**src/rtl/mf_disp_cmd_tx.sv**
```systemverilog
// mf_disp_cmd_tx: source-side issuer for the 4-bit display command nibble path.
// Buffers producer commands in a small FIFO and emits each as a single-cycle
// nonzero pulse toward the CDC stage, pacing issue with a credit counter and
// an optional minimum idle gap between pulses.
module mf_disp_cmd_tx #(
   parameter int DEPTH   = 4,   // queue entries, power of 2, >= 2
   parameter int CREDITS = 16,  // downstream FIFO depth, 1..255
   parameter int GAP     = 1    // idle cycles between pulses, 0..15
) (
   input  logic       clk,
   input  logic       resetn,
   input  logic       cmd_valid,
   input  logic [3:0] cmd_data,
   output logic       cmd_ready,
   input  logic       flush,
   input  logic       credit_ret,
   output logic [3:0] pulse_out,
   output logic [7:0] credits,
   output logic       busy,
   output logic       err_zero,
   output logic       err_credit
);

   localparam int             AW       = $clog2(DEPTH);
   localparam logic [AW:0]    FULL_CNT = (AW+1)'(DEPTH);
   localparam logic [AW:0]    CNT_ONE  = (AW+1)'(1);
   localparam logic [AW-1:0]  PTR_ONE  = AW'(1);
   localparam logic [7:0]     CRED_MAX = 8'(CREDITS);
   localparam logic [3:0]     GAP_LD   = 4'(GAP);

   typedef enum logic {ST_READY, ST_GAP} state_t;

   logic [3:0]    r_mem [DEPTH];
   logic [AW-1:0] r_wptr, r_rptr;
   logic [AW:0]   r_count;
   logic [3:0]    r_pulse;
   logic [7:0]    r_cred;
   logic [3:0]    r_gapc;
   logic          r_ez, r_ec;
   state_t        r_state;

   state_t        w_state_nxt;
   logic [3:0]    w_gapc_nxt;
   logic          w_issue, w_hs, w_push, w_empty;

   // Handshake is qualified by registered occupancy only; zero nibbles and
   // flush cycles still handshake but never reach the queue.
   assign cmd_ready = (r_count != FULL_CNT);
   assign w_empty   = (r_count == '0);
   assign w_hs      = cmd_valid & cmd_ready;
   assign w_push    = w_hs & (cmd_data != 4'h0) & ~flush;

   assign pulse_out  = r_pulse;
   assign credits    = r_cred;
   assign err_zero   = r_ez;
   assign err_credit = r_ec;
   assign busy       = ~w_empty | (r_pulse != 4'h0) | (r_state == ST_GAP);

   // Next-state logic: decide issue in READY, count down the idle gap in GAP.
   always_comb begin
      w_state_nxt = r_state;
      w_gapc_nxt  = r_gapc;
      w_issue     = 1'b0;
      case (r_state)
         ST_READY: begin
            if (!w_empty && (r_cred != 8'd0) && !flush) begin
               w_issue = 1'b1;
               if (GAP > 0) begin
                  w_state_nxt = ST_GAP;
                  w_gapc_nxt  = GAP_LD;
               end
            end
         end
         ST_GAP: begin
            w_gapc_nxt = r_gapc - 4'd1;
            if (r_gapc <= 4'd1) begin
               w_state_nxt = ST_READY;
               w_gapc_nxt  = 4'd0;
            end
         end
         default: begin
            w_state_nxt = ST_READY;
            w_gapc_nxt  = 4'd0;
         end
      endcase
   end

   // FSM state and gap counter registers.
   always_ff @(posedge clk or negedge resetn) begin
      if (!resetn) begin
         r_state <= ST_READY;
         r_gapc  <= 4'd0;
      end else begin
         r_state <= w_state_nxt;
         r_gapc  <= w_gapc_nxt;
      end
   end

   // Queue storage; contents are don't-care until the pointers cover them.
   always_ff @(posedge clk) begin
      if (w_push) r_mem[r_wptr] <= cmd_data;
   end

   // Queue pointers and occupancy; flush drops everything including a same-cycle push.
   always_ff @(posedge clk or negedge resetn) begin
      if (!resetn) begin
         r_wptr  <= '0;
         r_rptr  <= '0;
         r_count <= '0;
      end else if (flush) begin
         r_rptr  <= r_wptr;
         r_count <= '0;
      end else begin
         if (w_push)  r_wptr <= r_wptr + PTR_ONE;
         if (w_issue) r_rptr <= r_rptr + PTR_ONE;
         case ({w_push, w_issue})
            2'b10:   r_count <= r_count + CNT_ONE;
            2'b01:   r_count <= r_count - CNT_ONE;
            default: r_count <= r_count;
         endcase
      end
   end

   // Output pulse register: head of queue for one cycle on issue, else idle.
   always_ff @(posedge clk or negedge resetn) begin
      if (!resetn) r_pulse <= 4'h0;
      else         r_pulse <= w_issue ? r_mem[r_rptr] : 4'h0;
   end

   // Credit counter; a return with no room is dropped and flagged.
   always_ff @(posedge clk or negedge resetn) begin
      if (!resetn) begin
         r_cred <= CRED_MAX;
      end else begin
         case ({w_issue, credit_ret})
            2'b10:   r_cred <= r_cred - 8'd1;
            2'b01:   if (r_cred != CRED_MAX) r_cred <= r_cred + 8'd1;
            default: r_cred <= r_cred;
         endcase
      end
   end

   // Sticky error flags, cleared only by reset.
   always_ff @(posedge clk or negedge resetn) begin
      if (!resetn) begin
         r_ez <= 1'b0;
         r_ec <= 1'b0;
      end else begin
         if (w_hs && (cmd_data == 4'h0)) r_ez <= 1'b1;
         if (credit_ret && !w_issue && (r_cred == CRED_MAX)) r_ec <= 1'b1;
      end
   end

endmodule

```
**config.mk**
```make
export PLATFORM = sky130hd
export DESIGN_NAME = mf_disp_cmd_tx
export DESIGN_NICKNAME = d
export VERILOG_FILES = /design/src/rtl/mf_disp_cmd_tx.sv
export SDC_FILE = /design/constraint.sdc
export NUM_CORES = 1
export LEC_CHECK = 0
export CAP_MARGIN = 5
export CORE_ASPECT_RATIO = 1.4
export CORE_UTILIZATION = 50
export CTS_BUF_LIST = sky130_fd_sc_hd__clkbuf_4 sky130_fd_sc_hd__clkbuf_8
export CTS_CLUSTER_SIZE = 30
export DETAILED_ROUTE_END_ITERATION = 10
export PLACE_DENSITY = 0.85
export SLEW_MARGIN = 40
export SYNTH_ARGS = -nofsm -noshare
export SYNTH_HDL_FRONTEND = slang
export SYNTH_SLANG_ARGS = --single-unit
```
**constraint.sdc**
```tcl
create_clock -name clk -period 2.98 [get_ports clk]
set_input_delay 0.298 -clock clk [delete_from_list [all_inputs] [get_ports clk]]
set_output_delay 0.298 -clock clk [all_outputs]
set_load 0.02 [all_outputs]
```
==> out/metrics.cfg <==
[clock_tree]
postCtsSetupRepairBufs=0
clk_latency_ns=0.31
clockRootBuffer=clkbuf_8
clockBufferDepth=2
numCtsBuffers=5
clk_pin_slew_ns=0.10
cts_sinks=42
cts_tree=built
cts_hold_buffers=0
htreeDepth=2

[place]
dp_hpwl_um=2967
dpl_cell_area_um2=2545
dpl_worst_slack_ns=0.05204
routabilityCongestion=0.8350
portBuffers=24

[sta]
setup_viol=0
fin_hold_ws_ns=0.3595
fin_ws_ns=0.1048
tightestPinTransition_ns=0.5245
fmax_mhz=347.8
rsz0062_at_grt=true
skew_ns=0.01433
drv_slew=0
fin_crit_sh_pct=96.48
finalHoldViolCount=0
slew_headroom_pct=64.71
finalCriticalPeriod_ns=2.875

[layout]
final_area_um2=2665
nets=239
syn_to_final_growth_pct=23.55
layout-drive-gt1-share_pct=24.54
diodes=0

[worst_setup_path]
cp_slowest_cell=or4_4
path_cells=or4_4 -> or3_1 -> nand2_2 -> nand2_4 -> ha_2 -> o211ai_1 -> o21ai_0 -> xor2_1 -> mux2_2
cpPeakStageDelay_ns=0.54
worstSetupStartpointType=register
path_max_fanout=8
end_kind=register
required_ns=3.18
cp_num_buf_inv=0
worstSetupPathType=reg2reg
worstPathArrival_ns=3.08
cp_top_family=simple AND/OR/NAND/NOR gates

[synthesis]
synth_top_cells_by_area=dfrtp_1 (29%), edfxtp_1 (22%), ha_1 (7.5%)
yosysWarningCount=0
synth_fa_ha_area_share_pct=9.397
synth_seq_cells=42
synth_top_family_by_area=simple AND/OR/NAND/NOR gates
postSynth.asyncResetShare_pct=61.90
synth-edff-count=16
syn_area_um2=2157
synth_common_cells=dfrtp_1 (25), edfxtp_1 (16), ha_1 (13)
syn_inst=174
yosysMostFrequentCell=dfrtp_1
synthSimpleGateAreaFrac_pct=13.46
seq_area_frac_synth_pct=52.49
ys_types=40
syn_nets=198
muxShareOfSynthArea_pct=8.759
yosysTopAreaCell=dfrtp_1
synth_xor_area_share_pct=3.654
synth_compound_area_share_pct=9.803
synth_area_per_cell_um2=12.40
synthFlopType=dfrtp_1
synth_top_area_share_pct=29.00

[pwr]
powerDensity_nw_per_um2=1090
ir_drop_mv=0.5099
total_power_w=0.002905
p_leak_nw=1.087

[detailed_routing]
drt-initial-drc-count=59
routedWlPerCell_um=15.51
final_antenna_net_count=0
routed_via_density=5.788
vias=1499
drc=3
first_pass_iters=7
totalWireLength_um=4016

[global_routing]
grt_first_pass_wirelength_um=6851
grt.total_usage_pct=20.15
antenna_found_initial=0
grt_max_degree=27
grt_pass1_vias=1524
grt_overflow_total=0

[floorplanning]
die_w_um=57.51
die_y_um=79.72
core_um2=4020
row_count=27
die_area_um2=4584
ios=25
start_util_pct=53.66

[status]
status=complete, but fails checks
violations=design-rule violations

[hold_path]
holdCritPathClass=in2async

[flow_run]
maxCapViolations=0

-- registers in the layout, summed over array words and instances (netlist names) --
signal      flops
r_count         3
credits         8
r_rptr          2
r_mem          16
r_wptr          2
r_gapc          4
err_credit      1
r_state         1
pulse_out       4
err_zero        1
-- metal layers --
metal	vias to the layer above	GRT usage, %	wire length [um]
li1	713	-	-
met1	732	22.49	1631
met2	44	35.70	2117
met3	10	4.052	172
met4	0	10.24	95
met5	-	0	0
-- per-stage QoR --
step                      instances  util, %   TNS, ns
final                           259    66.29         0
after global routing            259    66.29  -0.05306
after CTS                       259    65.67         0
after detailed placement        251    63.31         0
after global placement          251    63.31         0
after floorplan                 174        -         0
-- worst register-to-register path: stages, from the launching register on --
cell      delay [ns]
dfrtp_2         0.41
or4_4           0.54
or3_1           0.41
nand2_2         0.13
nand2_4         0.10
ha_2            0.41
o211ai_1        0.13
o21ai_0         0.27
xor2_1          0.11
mux2_2          0.27
-- logic make-up (layout without fill, tap and decap cells) --
family                     count (synthesis)  in the layout
and+or+nand+nor                           53             53
AOI/OAI and AO/OA                         30             30
DFF                                       42             42
buffers and inverters                     12             54
adders and majority gates                 15             15
xor gates and xnor gates                   9              9
muxes                                     13             13
-- area by class of cell --
class                   instances  area (um2)
well taps                      43       53.80
clock buffers                   5       68.82
inverters                       8       30.03
multi-input cells             120        1006
fillers                       304        1355
repair buffers                 38       345.3
clock inverters                 3       26.28
flip-flops and latches         42        1135
-- final timing paths --
kind,slack [ns],cells after the start,end,startpoint
min in group clk,0.48,1,err_zero,err_zero
max reg2reg,0.10,9,credits[5],credits[2]
max in group asynchronous,2.31,2,credits[4],resetn
min,0.36,2,credits[7],resetn
min reg2reg,0.48,1,err_zero,err_zero
max,0.10,9,credits[5],credits[2]
-- what timing repair did --
action | CTS | global route
gates resized for setup | 0 | 7
endpoints found under the setup margin | 0 | 3
endpoints found under the hold margin | 0 | 0
-- where the power goes --
| group | switching (W) | internal (W) |
|---|---|---|
| Combinational | 0.000756 | 0.000799 |
| Clock | 0.000222 | 0.000174 |
| Sequential | 0.000164 | 0.000790 |
-- placed cells by master, fill, tap and decap left out, types with 2 or more instances in the layout --
cell,netlist,final
clkdlybuf4s50_1,0,24
dfrtp_1,25,23
edfxtp_1,16,16
buf_4,0,14
ha_1,13,11
nand2_1,12,10
inv_1,8,8
o21ai_0,8,8
nor3_1,7,7
nor2_1,7,7
or3_1,6,6
mux2_2,6,6
xnor2_1,5,5
o211ai_1,5,5
clkbuf_8,0,5
mux4_2,4,4
and3_2,4,4
and2_1,4,4
nor2b_1,4,4
xor2_1,4,4
a21oi_1,6,3
a21oi_2,0,3
inv_6,0,3
nor4_1,2,2
nand3_1,2,2
o21a_1,2,2
mux2i_1,2,2
ha_2,0,2
dfrtp_2,0,2
Power figures use the tool's default switching activity.
